<file path="src/rtl/mem_stage_hs.sv">
// rtl/mem_stage_hs.sv - memory stage with req/ack data bus, misaligned split and fault path
module mem_stage_hs #(
  parameter int XLEN             = 32,
  parameter int SPLIT_MISALIGNED = 1,
  parameter int TIMEOUT_CYCLES   = 255
) (
  input  logic              clk_i,
  input  logic              reset_i,
  input  logic              ex_valid_i,
  output logic              ex_ready_o,
  input  logic [XLEN-1:0]   ex_alu_res_i,
  input  logic [XLEN-1:0]   ex_mem_data_i,
  input  logic              ex_mem_rd_i,
  input  logic              ex_mem_wr_i,
  input  logic              ex_mem_signed_i,
  input  logic [1:0]        ex_mem_size_i,
  input  logic [4:0]        ex_rd_index_i,
  output logic              dreq_o,
  output logic              dwr_o,
  output logic [XLEN-1:0]   daddr_o,
  output logic [XLEN-1:0]   dwdata_o,
  output logic [XLEN/8-1:0] dbe_o,
  input  logic              dack_i,
  input  logic [XLEN-1:0]   drdata_i,
  input  logic              derr_i,
  output logic              mem_valid_o,
  output logic [4:0]        mem_rd_index_o,
  output logic [XLEN-1:0]   mem_result_o,
  output logic              mem_fault_o,
  output logic              mem_busy_o
);

  localparam int NB = XLEN / 8;
  localparam int OW = $clog2(NB);

  typedef enum logic [1:0] {IDLE, BEAT0, BEAT1} state_t;

  state_t            state_q, state_d;
  logic [XLEN-1:0]   addr_q, addr_d;
  logic [XLEN-1:0]   data_q, data_d;
  logic [XLEN-1:0]   rdata0_q, rdata0_d;
  logic              wr_q, wr_d;
  logic              signed_q, signed_d;
  logic [1:0]        size_q, size_d;
  logic              split_q, split_d;
  logic [31:0]       tmo_q, tmo_d;
  logic              dreq_q, dreq_d;
  logic              dwr_q, dwr_d;
  logic [XLEN-1:0]   daddr_q, daddr_d;
  logic [XLEN-1:0]   dwdata_q, dwdata_d;
  logic [NB-1:0]     dbe_q, dbe_d;
  logic              mem_valid_q, mem_valid_d;
  logic              mem_fault_q, mem_fault_d;
  logic [XLEN-1:0]   mem_result_q, mem_result_d;
  logic [4:0]        mem_rd_index_q, mem_rd_index_d;

  // Byte-enable span across two consecutive beats: low half is beat0, high half beat1.
  function automatic logic [2*NB-1:0] be_span(input logic [OW-1:0] off, input logic [1:0] size);
    logic [2*NB-1:0] base;
    case (size)
      2'd0:    base = (2*NB)'(8'h01);
      2'd1:    base = (2*NB)'(8'h03);
      2'd2:    base = (2*NB)'(8'h0F);
      default: base = (2*NB)'(8'hFF);
    endcase
    return base << off;
  endfunction

  // Store data positioned on byte lanes across two beats.
  function automatic logic [2*XLEN-1:0] data_span(input logic [XLEN-1:0] data,
                                                  input logic [OW-1:0] off);
    return {{XLEN{1'b0}}, data} << {off, 3'b000};
  endfunction

  // True when the access runs past the end of its naturally aligned word.
  function automatic logic crosses(input logic [OW-1:0] off, input logic [1:0] size);
    return (5'(off) + (5'd1 << size)) > 5'(NB);
  endfunction

  function automatic logic [XLEN-1:0] align(input logic [XLEN-1:0] a);
    return {a[XLEN-1:OW], {OW{1'b0}}};
  endfunction

  // Joins both beats, truncates to the access size and extends to XLEN.
  function automatic logic [XLEN-1:0] load_fmt(input logic [XLEN-1:0] b0,
                                               input logic [XLEN-1:0] b1,
                                               input logic [OW-1:0]   off,
                                               input logic [1:0]      size,
                                               input logic            sgn);
    logic [XLEN-1:0] raw;
    logic [XLEN-1:0] mask;
    logic            sbit;
    raw  = XLEN'({b1, b0} >> {off, 3'b000});
    mask = (XLEN'(1) << (7'd8 << size)) - XLEN'(1);
    case (size)
      2'd0:    sbit = raw[7];
      2'd1:    sbit = raw[15];
      2'd2:    sbit = raw[31];
      default: sbit = raw[XLEN-1];
    endcase
    return (raw & mask) | ({XLEN{sgn & sbit}} & ~mask);
  endfunction

  logic [2*NB-1:0]   be_in, be_lat;
  logic [2*XLEN-1:0] wd_in, wd_lat;
  logic              illegal_in, split_in, tmo_hit;

  assign be_in      = be_span(ex_alu_res_i[OW-1:0], ex_mem_size_i);
  assign wd_in      = data_span(ex_mem_data_i, ex_alu_res_i[OW-1:0]);
  assign be_lat     = be_span(addr_q[OW-1:0], size_q);
  assign wd_lat     = data_span(data_q, addr_q[OW-1:0]);
  assign split_in   = crosses(ex_alu_res_i[OW-1:0], ex_mem_size_i);
  // Simultaneous load and store is treated like an illegal size.
  assign illegal_in = ((ex_mem_size_i == 2'd3) && (XLEN == 32)) || (ex_mem_rd_i && ex_mem_wr_i);
  assign tmo_hit    = (TIMEOUT_CYCLES != 0) && ((tmo_q + 32'd1) == 32'(TIMEOUT_CYCLES));

  // Next-state, bus beat and WB result computation.
  always_comb begin
    state_d        = state_q;
    addr_d         = addr_q;
    data_d         = data_q;
    rdata0_d       = rdata0_q;
    wr_d           = wr_q;
    signed_d       = signed_q;
    size_d         = size_q;
    split_d        = split_q;
    tmo_d          = tmo_q;
    dreq_d         = dreq_q;
    dwr_d          = dwr_q;
    daddr_d        = daddr_q;
    dwdata_d       = dwdata_q;
    dbe_d          = dbe_q;
    mem_valid_d    = 1'b0;
    mem_fault_d    = 1'b0;
    mem_result_d   = mem_result_q;
    mem_rd_index_d = mem_rd_index_q;

    case (state_q)
      IDLE: begin
        if (ex_valid_i) begin
          mem_rd_index_d = ex_rd_index_i;
          if (!ex_mem_rd_i && !ex_mem_wr_i) begin
            mem_valid_d  = 1'b1;
            mem_result_d = ex_alu_res_i;
          end else begin
            addr_d   = ex_alu_res_i;
            data_d   = ex_mem_data_i;
            wr_d     = ex_mem_wr_i;
            signed_d = ex_mem_signed_i;
            size_d   = ex_mem_size_i;
            split_d  = split_in;
            if (illegal_in || (split_in && (SPLIT_MISALIGNED == 0))) begin
              mem_valid_d  = 1'b1;
              mem_fault_d  = 1'b1;
              mem_result_d = ex_alu_res_i;
            end else begin
              state_d  = BEAT0;
              tmo_d    = 32'd0;
              dreq_d   = 1'b1;
              dwr_d    = ex_mem_wr_i;
              daddr_d  = align(ex_alu_res_i);
              dbe_d    = be_in[NB-1:0];
              dwdata_d = wd_in[XLEN-1:0];
            end
          end
        end
      end

      BEAT0, BEAT1: begin
        if (dack_i) begin
          if (derr_i) begin
            state_d      = IDLE;
            dreq_d       = 1'b0;
            dwr_d        = 1'b0;
            mem_valid_d  = 1'b1;
            mem_fault_d  = 1'b1;
            mem_result_d = daddr_q;
          end else if ((state_q == BEAT0) && split_q) begin
            state_d  = BEAT1;
            tmo_d    = 32'd0;
            rdata0_d = drdata_i;
            daddr_d  = daddr_q + XLEN'(NB);
            dbe_d    = be_lat[2*NB-1:NB];
            dwdata_d = wd_lat[2*XLEN-1:XLEN];
          end else begin
            state_d      = IDLE;
            dreq_d       = 1'b0;
            dwr_d        = 1'b0;
            mem_valid_d  = 1'b1;
            if (wr_q) begin
              mem_result_d = addr_q;
            end else if (state_q == BEAT1) begin
              mem_result_d = load_fmt(rdata0_q, drdata_i, addr_q[OW-1:0], size_q, signed_q);
            end else begin
              mem_result_d = load_fmt(drdata_i, '0, addr_q[OW-1:0], size_q, signed_q);
            end
          end
        end else if (tmo_hit) begin
          state_d      = IDLE;
          dreq_d       = 1'b0;
          dwr_d        = 1'b0;
          mem_valid_d  = 1'b1;
          mem_fault_d  = 1'b1;
          mem_result_d = daddr_q;
        end else if (TIMEOUT_CYCLES != 0) begin
          tmo_d = tmo_q + 32'd1;
        end
      end

      default: begin
        state_d = IDLE;
        dreq_d  = 1'b0;
        dwr_d   = 1'b0;
      end
    endcase
  end

  // State and registered outputs; reset abandons any beat in flight.
  always_ff @(posedge clk_i or posedge reset_i) begin
    if (reset_i) begin
      state_q        <= IDLE;
      addr_q         <= '0;
      data_q         <= '0;
      rdata0_q       <= '0;
      wr_q           <= 1'b0;
      signed_q       <= 1'b0;
      size_q         <= 2'd0;
      split_q        <= 1'b0;
      tmo_q          <= 32'd0;
      dreq_q         <= 1'b0;
      dwr_q          <= 1'b0;
      daddr_q        <= '0;
      dwdata_q       <= '0;
      dbe_q          <= '0;
      mem_valid_q    <= 1'b0;
      mem_fault_q    <= 1'b0;
      mem_result_q   <= '0;
      mem_rd_index_q <= 5'd0;
    end else begin
      state_q        <= state_d;
      addr_q         <= addr_d;
      data_q         <= data_d;
      rdata0_q       <= rdata0_d;
      wr_q           <= wr_d;
      signed_q       <= signed_d;
      size_q         <= size_d;
      split_q        <= split_d;
      tmo_q          <= tmo_d;
      dreq_q         <= dreq_d;
      dwr_q          <= dwr_d;
      daddr_q        <= daddr_d;
      dwdata_q       <= dwdata_d;
      dbe_q          <= dbe_d;
      mem_valid_q    <= mem_valid_d;
      mem_fault_q    <= mem_fault_d;
      mem_result_q   <= mem_result_d;
      mem_rd_index_q <= mem_rd_index_d;
    end
  end

  assign ex_ready_o     = (state_q == IDLE);
  assign mem_busy_o     = (state_q != IDLE);
  assign dreq_o         = dreq_q;
  assign dwr_o          = dwr_q;
  assign daddr_o        = daddr_q;
  assign dwdata_o       = dwdata_q;
  assign dbe_o          = dbe_q;
  assign mem_valid_o    = mem_valid_q;
  assign mem_fault_o    = mem_fault_q;
  assign mem_result_o   = mem_result_q;
  assign mem_rd_index_o = mem_rd_index_q;

endmodule

</file>
<file path="config.mk">
export PLATFORM = sky130hd
export DESIGN_NAME = mem_stage_hs
export DESIGN_NICKNAME = d
export VERILOG_FILES = /design/src/rtl/mem_stage_hs.sv
export SDC_FILE = /design/constraint.sdc
export NUM_CORES = 1
export LEC_CHECK = 0
export ABC_AREA = 1
export CORE_AREA = 2 2 197 199
export DETAILED_ROUTE_END_ITERATION = 8
export DIE_AREA = 0 0 199 201
export SETUP_SLACK_MARGIN = 0.02
export SYNTH_ARGS = -nofsm -noshare
export SYNTH_HDL_FRONTEND = slang
export SYNTH_SLANG_ARGS = --single-unit
export TNS_END_PERCENT = 50
</file>
<file path="constraint.sdc">
create_clock -name clk_i -period 24.6 [get_ports clk_i]
set_clock_uncertainty 0.15 [all_clocks]
set_input_delay 6.15 -clock clk_i [delete_from_list [all_inputs] [get_ports clk_i]]
set_output_delay 6.15 -clock clk_i [all_outputs]
set_load 0.05 [all_outputs]
</file>
==> After elaboration in Yosys (flattened, before gate mapping) <==
Cells that the tools add are included.
{ "totals": {"ff_bits": 244, "input_bits": 111, "wordCells": 171, "out_inout_bits": 111} }
{ "op_classes": {"reduce_logical": 20, "n_mux": 88, "magnitude_cmp": 1, "eq_ne": 20, "bitwise_logic": 11, "shifts": 9, "add_sub_neg": 4} }
{ "op_table": {"columns": ["operator", "n"], "rows": [
  ["2-to-1 mux 32 bit", 28],
  ["one-hot mux 32 bit (2 select lines)", 4],
  ["AND 32 bit", 4],
  ["OR 32 bit", 2],
  ["<< shifter 32 x 5 -> 64 bit", 1],
  [">> shifter 64 x 5 -> 32 bit", 1],
  ["one-hot mux 8 bit (3 select lines)", 2],
  ["2-to-1 mux 1 bit", 33],
  ["adder 32 x 1 -> 32 bit, second input constant", 1],
  ["adder 32 x 3 -> 32 bit, second input constant", 1],
  ["== test 32 x 8 -> 1 bit, second input constant", 1],
  ["NOT 32 bit", 1],
  ["<< shifter 1 x 7 -> 32 bit, first input constant", 1],
  ["<< shifter 32 x 5 -> 32 bit", 1],
  [">> shifter 32 x 5 -> 32 bit", 1],
  ["subtractor 32 x 2 -> 32 bit, second input constant", 1],
  ["2-to-1 mux 4 bit", 6],
  ["2-to-1 mux 2 bit", 7],
  ["AND reduction 7 bit", 2],
  ["inequality test 2 bit, second input constant", 6],
  ["inequality test 3 bit, second input constant", 4],
  ["one-hot mux 1 bit (2 select lines)", 6],
  ["AND reduction 5 bit", 2],
  ["== test 2 bit, second input constant", 4],
  ["22 further kinds", 33]
]} }

==> Depth between registers and ports, before layout <==
Gate-level depths: netlist (run 1).
{ "logic_depth": {"depth_word": 17, "ltp_mapped": 19, "depth_no_buf": 18} }

==> Worst setup path before layout (run 1) <==
No wires, ideal clock.
{ "synth_path": {"path_type": "input to register", "from": "input port ex_mem_size_i[1]", "to": "register dbe_q[1], in the netlist dbe_o[1]", "path_slack_ns": 16.535, "setup_time_ns": 0.125, "stages": 9, "t_arrival_ns": 7.791, "path_buffers": 2, "required_time_ns": 24.325, "cell_sequence": "clkbuf_1 > a22o_1 > nor2_1 > inv_1 > a21oi_2 > inv_1 > nor2_2 > buf_2 > mux2_2"} }
{ "synth_via": {"elab_chain_cells": 7, "word_cells_on_any_way": 13, "classes_between": "eq/ne (4); shift (1); mux (5); reduce/logical (3)"} }
{ "synth_lines": {"columns": ["element", "line", "rtl"], "rows": [
  ["start: declaration", "16", "input logic [1:0] ex_mem_size_i,"],
  ["== test 2 bit, or another cell as far along", "60", "case (size)"],
  ["one-hot mux 8 bit (3 select lines)", "60", null],
  ["<< shifter 8 x 2 -> 4 bit", "66", "return base << off;"],
  ["2-to-1 mux 4 bit", "152", "if (illegal_in || (split_in && (SPLIT_MISALIGNED == 0))) begin"],
  ["2-to-1 mux 4 bit", "142", "if (!ex_mem_rd_i && !ex_mem_wr_i) begin"],
  ["2-to-1 mux 4 bit", "140", "if (ex_valid_i) begin"],
  ["one-hot mux 4 bit (2 select lines)", "138", "case (state_q)"],
  ["end signal: assignment", "234", "dbe_q <= '0;"],
  ["end signal: assignment", "253", "dbe_q <= dbe_d;"],
  ["end: declaration", "51", "logic [NB-1:0] dbe_q, dbe_d;"]
]} }
Several ways; a longest one is shown, not always the timed one. The select of a mux whose other input is x is not followed.
A chain may end at the register's enable or synchronous reset.

==> Worst setup path in the final report (run 1) <==
{ "layout_path": {"from": "input port dack_i", "to": "register daddr_q[5], in the netlist daddr_o[5]"} }
{ "layout_via": {"elab_chain_cells": 2} }
{ "layout_lines": {"columns": ["element", "line", "rtl"], "rows": [
  ["start: declaration", "23", "input logic dack_i,"],
  ["inequality test 2 bit (no line)", null, null],
  ["AND reduction 7 bit (no line)", null, null],
  ["end signal: assignment", "251", "daddr_q <= daddr_d;"],
  ["end: declaration", "49", "logic [XLEN-1:0] daddr_q, daddr_d;"]
]} }
No other way between the ends.

==> reports/results.ini, run 1 <==
[pwr]
clockPowerShare = 0.166
combPwrFrac = 0.565
internal-power_mw = 1.26
ir_drop_mv = 0.111
p_sw_frac = 0.518
total_power_mw = 2.61
p_leak_nw = 8.48
p_seq_frac = 0.270
cellPowerDensity_nw_per_um2 = 140
switchingPower_mw = 1.35

[worst_setup_path]
cp_data_required_time_ns = 24.89
cp.arrival_ns = 11.23
crit_chain = clkdlybuf4s50_1 > inv_1 > nor2_1 > inv_2 > nor2_2 > a21oi_1 > buf_4 > nor2_4 > buf_4 > o21ai_0 > a211oi_1 > a21oi_1
crit_path_start_kind = input pin
critPathMaxStageDelay_ns = 1.03
slowest_stage = nor2_2
endpoint_kind = flop
crit_fanout = 91
critical_path.top_delay_family = buffers and inverters
critPathBufInv = 5
critical_path_class = input pin to flop

[route]
drcViolationCount = 0
first_pass_iters = 7
ant_nets = 0
num_vias = 15800
drt_iter0_drc = 1533
drt-vias-per-instance = 5.39
routed_wl_um = 54000
wl_per_cell_um = 18.4

[clock_network]
clk_pin_slew_ns = 0.06
postCtsSetupBuffers = 0
cts_buffers = 29
cts_sinks = 234
hold_buffers = 0
clockBufferDepth = 3
cts_max_level = 1
cts_tree = yes
ctsResizeCount = 0
insertion_delay_ns = 0.57
cts_root_buffer = clkbuf_16

[timing]
max_freq_ghz = 0.0915
setup_violations = 0
fin_setup_tns_ns = 0
rsz0062_at_grt = false
hold_violations = 0
worst_pin_slew_ns = 1.44
post-route-period-util = 0.444
finalCriticalPeriod_ns = 10.93
maxSlewViolCount = 0
slew_headroom = 0.0371

[yosys]
async_reset_ff_frac = 1.00
syn_avg_cell_area_sq_um = 6.78
synth_edf_count = 0
ys_ff_latch = 234
synth_cell_types = 55
syn_area_sq_um = 15300
ys.flop_type = dfrtp_1
ys_warn_count = 0
syn_inst = 2252
ys_seq_area_frac = 0.383

[finish]
final_nets = 2511
fillers = 3887
regArea_sq_um = 5860
area_growth_pct = 22.2
drive_above_1_share = 0.0709
design_area_sq_um = 18700
multi_input_area_sq_um = 8180

[placed_design]
dp_hpwl_um = 38800
post_dp_cell_area_sq_um = 17700
io_buffer_count = 219
routabilityCongestion = 0.910

[grt]
grt_start_max_net_pins = 111
antenna_found_initial = 2
grt_pass1_vias = 15100
grt_usage = 0.272
grt_pass1_wl_um = 85400
global_route.peak_usage_layer = met2
grt.overflow.total = 0
use_met1 = 0.369
grt_use_met2 = 0.442
gr-usage-met3 = 0.0403

[floorplanning]
dieArea_sq_um = 40000
fp.dieW_um = 199
dieHeight_um = 201
start_util = 0.401
core-area_sq_um = 38100
core.rowCount = 72
ios = 222

[status]
status = completed

[worst_hold_path]
hp-class = flop to flop

[run]
maxCapViolCount = 0

path summary, 6_finish.rpt:
path | from | end | slack (ns) | cells past startpoint
min in group asynchronous | reset_i | mem_result_o[16] | 5.94 | 2
worst max-delay path | dack_i | daddr_o[5] | 13.67 | 12
worst min register to register | mem_result_o[3] | mem_result_o[3] | 0.33 | 2
max in group asynchronous | reset_i | addr_q[0] | 16.87 | 3
worst min-delay path | mem_result_o[3] | mem_result_o[3] | 0.33 | 2
worst max register to register | state_q[1] | daddr_o[5] | 20.50 | 11
routing by layer:
metal / wire, um / vias up / part of all wire
met5: 12 / - / 0.00022
met2: 25200 / 561 / 0.47
met4: 2010 / 2 / 0.037
li1: - / 7641 / -
met3: 3450 / 103 / 0.064
met1: 23300 / 7491 / 0.43
worst register-to-register path: stages, from the launching register on:
cell	delay [ns]
dfrtp_1	0.41
inv_1	0.12
ha_1	0.15
nand2_1	0.08
nor2_2	0.89
a21oi_1	0.14
buf_4	0.26
nor2_4	0.39
buf_4	0.78
o21ai_0	0.30
a211oi_1	0.23
a21oi_1	0.07
cells in the final DEF, fill, tap and decap left out, types with 8 or more instances in the layout:
cell,netlist,routed
a21oi_1,121,121
o21ai_2,29,29
o211ai_1,19,19
ha_1,9,8
clkdlybuf4s50_1,0,219
clkinv_2,0,8
nor2_1,228,226
inv_1,175,174
nor4_1,9,9
mux2_2,14,14
clkbuf_1,95,8
nand3_1,110,110
xor2_1,11,11
dfrtp_1,234,233
nand4_1,50,50
nor3_1,19,19
a31oi_1,35,35
nor2_2,12,12
nand2_1,715,715
clkbuf_16,0,29
o21ai_0,216,216
nand2_2,25,25
buf_4,2,18
nand3b_1,18,18
state kept, by name, summed over array words and instances, names as in the netlist, 2 cells and up:
signal,count
addr_q,32
dwdata_o,32
mem_result_o,32
rdata0_q,32
tmo_q,32
daddr_o,30
data_q,24
mem_rd_index_o,5
dbe_o,4
size_q,2
state_q,2
cells in the mapped netlist, types with 4 or more instances:
library cell	count	share of area
nand2_1	715	0.18
dfrtp_1	234	0.38
nor2_1	228	0.056
o21ai_0	216	0.071
inv_1	175	0.043
a21oi_1	121	0.040
nand3_1	110	0.036
clkbuf_1	95	0.023
nand4_1	50	0.020
a31oi_1	35	0.014
o21ai_2	29	0.017
nand2_2	25	0.010
nor3_1	19	0.0062
o211ai_1	19	0.0093
nand3b_1	18	0.0088
buf_2	16	0.0052
mux2_2	14	0.010
nor2_2	12	0.0049
xor2_1	11	0.0063
buf_1	9	0.0022
buf_6	9	0.0066
ha_1	9	0.0074
nor4_1	9	0.0037
o22ai_1	7	0.0029
or2_2	7	0.0029
xnor2_1	7	0.0040
clkinv_1	5	0.0012
mux2i_1	4	0.0026
final cells by class:
type                            count  area share
Inverter                          182      0.0370
Clock buffer                       41      0.0435
Clock inverter                     12     0.00744
Sequential cell                   234       0.314
Multi-Input combinational cell   1706       0.438
Tap cell                          518      0.0347
Timing Repair Buffer              237       0.125
Antenna cell                        1    0.000134
through the flow:
stage          hold slack, ns   util  setup WS, ns  cells
6_report                0.328  0.490         13.67   2931
3_5_place_dp            0.309  0.465         13.10   2877
4_1_cts                 0.325  0.490         13.70   2930
5_1_grt                 0.354  0.490         13.23   2930
3_3_place_gp            0.306  0.465         13.20   2877
2_1_floorplan           0.292      -         11.88   2253
cell families after synthesis:
kind of cell,after synthesis,share of synthesized area
xor+xnor,18,0.0103
fa+ha+maj,10,0.00868
other cells,1,0.000246
buf+inv,313,0.0831
flops,234,0.383
compound gates,452,0.167
mux,18,0.0129
simple gates,1206,0.334
power by group through the flow:
stage	registers, mW	logic (mW)	clock network [mW]
after floorplan	0.944	0.740	0
after global placement	0.703	1.45	0
after detailed placement	0.706	1.46	0
after CTS	0.701	1.47	0.442
after global routing	0.724	1.60	0.456
final	0.703	1.47	0.432
Note: power is estimated with default switching activity, not from simulation.
==> run 2: changes to the inputs <==
==> constraint.sdc (replaced) <==
create_clock -name clk_i -period 10.65 [get_ports clk_i]
set_clock_uncertainty 0.15 [all_clocks]
set_input_delay 2.6625 -clock clk_i [delete_from_list [all_inputs] [get_ports clk_i]]
set_output_delay 2.6625 -clock clk_i [all_outputs]
set_load 0.05 [all_outputs]
==> run 2 against run 1 <==
  * Count of clock-buffer cells in the layout fell by 2
  * Design area decreased by 0.41%
  * Worst hold slack got worse by 0.0038 ns
  * Combinational power is 130% higher
  * Via count about the same
==> reports/results.ini, run 2 (synthesis gave the netlist of run 1 again) <==
[status]
status = completed

[clock_network]
cts_max_level = 1
hold_buffers = 0
cts_root_buffer = clkbuf_16
clockBufferDepth = 3
ctsResizeCount = 0
insertion_delay_ns = 0.57
clk_pin_slew_ns = 0.06
cts_tree = yes
cts_buffers = 28
cts_sinks = 234
postCtsSetupBuffers = 0

[grt]
antenna_found_initial = 2
grt_usage = 0.267
grt_start_max_net_pins = 111
grt_pass1_wl_um = 84200
grt.overflow.total = 0
grt_pass1_vias = 14900

[finish]
final_nets = 2510
fillers = 3935
design_area_sq_um = 18600
multi_input_area_sq_um = 8180
final_cell_mix = nand2_1 (715), dfrtp_1 (233), nor2_1 (226), clkdlybuf4s50_1 (219), o21ai_0 (216)
regArea_sq_um = 5860
layout.cells.non_filler = 2928
drive_above_1_share = 0.0702
final_common_cell = nand2_1
area_growth_pct = 21.7

[placed_design]
routabilityCongestion = 0.920
dp_hpwl_um = 38200
io_buffer_count = 219
place_inst = 2877
post_dp_cell_area_sq_um = 17700

[floorplanning]
dieArea_sq_um = 40000
core.rowCount = 72
core-area_sq_um = 38100
fp.dieW_um = 199
dieHeight_um = 201
start_util = 0.401
ios = 222

[pwr]
cellPowerDensity_nw_per_um2 = 318
ir_drop_mv = 0.288
total_power_mw = 5.91
p_leak_nw = 8.42

[worst_setup_path]
critical_path_class = input pin to flop
crit_fanout = 71
endpoint_kind = flop
cp.arrival_ns = 7.41
cp_data_required_time_ns = 10.96
crit_path_start_kind = input pin

[timing]
hold_violations = 0
setup_violations = 0
post-route-period-util = 0.667
maxSlewViolCount = 0
fin_setup_tns_ns = 0
max_freq_ghz = 0.141
slew_headroom = 0.109
finalCriticalPeriod_ns = 7.11
rsz0062_at_grt = false
worst_pin_slew_ns = 1.33

[worst_hold_path]
hp-class = flop to flop

[route]
num_vias = 15800
first_pass_iters = 5
drt-vias-per-instance = 5.40
wl_per_cell_um = 18.1
routed_wl_um = 52900
drcViolationCount = 0
drt_iter0_drc = 1482
ant_nets = 0

[run]
maxCapViolCount = 0

==> run 2: final timing paths <==
kind / from / end / cells after the start / slack [ns]
max in group asynchronous: reset_i / addr_q[0] / 3 / 6.42
setup / recovery: dack_i / dwdata_o[24] / 10 / 3.54
setup reg to reg: state_q[1] / dwdata_o[24] / 9 / 6.78
hold / removal: data_q[9] / data_q[9] / 2 / 0.32
hold reg to reg: data_q[9] / data_q[9] / 2 / 0.32
min in group asynchronous: reset_i / addr_q[12] / 2 / 2.45
==> run 2: through the flow <==
stage,hold WS [ns],setup WS (ns),util
finish,0.324,3.54,0.488
global route,0.344,3.22,0.488
CTS,0.325,3.52,0.488
detailed placement,0.308,2.90,0.465
global placement,0.305,3.04,0.465
floorplan,0.292,1.42,-
==> run 2: final cells by class <==
cell class / count / area share
Antenna cell: 1 / 0.000135
Clock buffer: 39 / 0.0421
Clock inverter: 11 / 0.00424
Inverter: 182 / 0.0372
Multi-Input combinational cell: 1706 / 0.440
Sequential cell: 234 / 0.315
Tap cell: 518 / 0.0349
Timing Repair Buffer: 237 / 0.126
==> run 2: routing by layer <==
| metal | vias to the layer above | part of all wire | global-route usage |
|---|---|---|---|
| met5 | - | 0.00021 | 0 |
| li1 | 7648 | - | - |
| met1 | 7486 | 0.44 | 0.363 |
| met3 | 105 | 0.064 | 0.0381 |
| met4 | 2 | 0.040 | 0.100 |
| met2 | 565 | 0.46 | 0.431 |
==> run 2: power by group <==
group,switching (mW),total (mW),internal (mW)
combinational,2.36,3.39,1.03
sequential,0.337,1.61,1.28
clock,0.397,0.908,0.511
==> run 2: worst max-delay path, stage by stage <==
cell,delay [ns]
clkdlybuf4s50_1,0.59
inv_1,0.14
nor2_1,0.53
inv_2,0.52
nor2_2,1.05
a21oi_1,0.14
buf_4,0.26
nor2_4,0.72
buf_12,0.36
mux2_2,0.37
==> run 3: changes to the inputs <==
==> constraint.sdc (replaced) <==
create_clock -name clk_i -period 6.2 [get_ports clk_i]
set_clock_uncertainty 0.15 [all_clocks]
set_input_delay 1.55 -clock clk_i [delete_from_list [all_inputs] [get_ports clk_i]]
set_output_delay 1.55 -clock clk_i [all_outputs]
set_load 0.05 [all_outputs]
==> run 3 against run 2 <==
  * Worst hold slack worse by 0.0018 ns
  * Largest cell class unchanged
  * Routed wire length is 2.6% higher
  * Critical path depth is 1 higher
  * Sequential power is 73% higher
==> reports/results.ini, run 3 (synthesis gave the netlist of run 1 again) <==
[finish]
final_common_cell = nand2_1
area_growth_pct = 23.3
drive_above_1_share = 0.0753
final_nets = 2516
final_cell_mix = nand2_1 (715), dfrtp_1 (233), nor2_1 (226), clkdlybuf4s50_1 (219), o21ai_0 (216)
fillers = 3810

[placed_design]
routabilityCongestion = 0.920
io_buffer_count = 219
dp_hpwl_um = 39000

[pwr]
p_leak_nw = 8.56
cellPowerDensity_nw_per_um2 = 559
p_sw_frac = 0.510
switchingPower_mw = 5.37
total_power_mw = 10.5
p_seq_frac = 0.264
combPwrFrac = 0.554
clockPowerShare = 0.181
ir_drop_mv = 0.491
internal-power_mw = 5.16

[floorplanning]
dieHeight_um = 201
start_util = 0.401
core.rowCount = 72
ios = 222
fp.dieW_um = 199
core-area_sq_um = 38100
dieArea_sq_um = 40000

[route]
drcViolationCount = 0
drt_iter0_drc = 1304
routed_wl_um = 54200
first_pass_iters = 6
ant_nets = 0
wl_per_cell_um = 18.5
num_vias = 15800
drt-vias-per-instance = 5.39

[clock_network]
cts_root_buffer = clkbuf_16
cts_max_level = 1
ctsResizeCount = 0
cts_sinks = 234
hold_buffers = 0
postCtsSetupBuffers = 0
clk_pin_slew_ns = 0.06
clockBufferDepth = 3
insertion_delay_ns = 0.58
cts_tree = yes
cts_buffers = 29

[run]
maxCapViolCount = 0

[timing]
post-route-period-util = 0.685
slew_headroom = 0.261
rsz0062_at_grt = false
max_freq_ghz = 0.235
finalCriticalPeriod_ns = 4.25
hold_slack_ns = 0.322
worst_pin_slew_ns = 1.11
maxSlewViolCount = 0
hold_violations = 0
setup_violations = 0
fin_setup_tns_ns = 0

[worst_setup_path]
critical_path.top_delay_family = simple AND/OR/NAND/NOR gates
cp_data_required_time_ns = 6.51
critPathMaxStageDelay_ns = 0.71
crit_chain = clkdlybuf4s50_1 > inv_1 > nor2_1 > inv_2 > nor2_2 > buf_4 > nor4_1 > nand2_4 > inv_1 > nand2_1 > nand2_1
critPathBufInv = 5
slowest_stage = nand2_4
crit_path_start_kind = input pin
cp.arrival_ns = 4.56
critical_path_class = input pin to flop
crit_fanout = 62
endpoint_kind = flop

[grt]
grt_start_max_net_pins = 109
grt.overflow.total = 0
grt_pass1_wl_um = 86900
global_route.peak_usage_layer = met2
use_met1 = 0.367
grt_use_met2 = 0.442
grt_usage = 0.275
grt_pass1_vias = 15500
antenna_found_initial = 1
gr-usage-met3 = 0.0407

[status]
status = completed

[worst_hold_path]
hp-class = flop to flop

## run 3: worst paths after layout
path,startpoint,endpoint,slack [ns],depth (start not counted)
min in group asynchronous,reset_i,rdata0_q[21],1.31,3
min,data_q[9],data_q[9],0.32,2
max reg2reg,state_q[0],mem_result_o[11],2.57,9
max in group asynchronous,reset_i,addr_q[0],3.71,3
min reg2reg,data_q[9],data_q[9],0.32,2
max,dack_i,mem_result_o[11],1.95,11
## run 3: through the flow
stage	worst slack (ns)	utilization	cells	area, sq um
after floorplan	1.44	-	2253	15300
after global placement	1.43	0.466	2882	17800
after detailed placement	1.38	0.466	2882	17800
after CTS	1.99	0.494	2935	18800
after global routing	1.72	0.494	2936	18800
final	1.95	0.494	2936	18800
## run 3: cell type report
class                           count  area (sq um)  share of cell area
Multi-Input combinational cell   1706          8180               0.434
Clock buffer                       35           788              0.0419
Inverter                          182           687              0.0365
Sequential cell                   234          5860               0.311
Antenna cell                        1          2.50            0.000133
Clock inverter                     18           280              0.0149
Tap cell                          518           648              0.0344
Timing Repair Buffer              242          2390               0.127
## run 3: per-layer routing
metal | part of all wire | wire length, um
met1 | 0.42 | 22700
met2 | 0.46 | 25100
met3 | 0.068 | 3700
met4 | 0.048 | 2620
met5 | 0 | 0
## run 3: power groups by stage
stage	Combinational [mW]	Clock (mW)	Sequential, mW
after global placement	5.76	0	2.79
after CTS	5.83	1.94	2.78
after global routing	6.36	2.00	2.87
after detailed placement	5.81	0	2.79
after floorplan	2.94	0	3.75
final	5.84	1.91	2.78
## run 3: tightest hold or removal path: cells and delay by family, from the launching register on
family,cells,cell delay (ns)
flip-flops,1,0.34
AND/OR/NAND/NOR,2,0.10
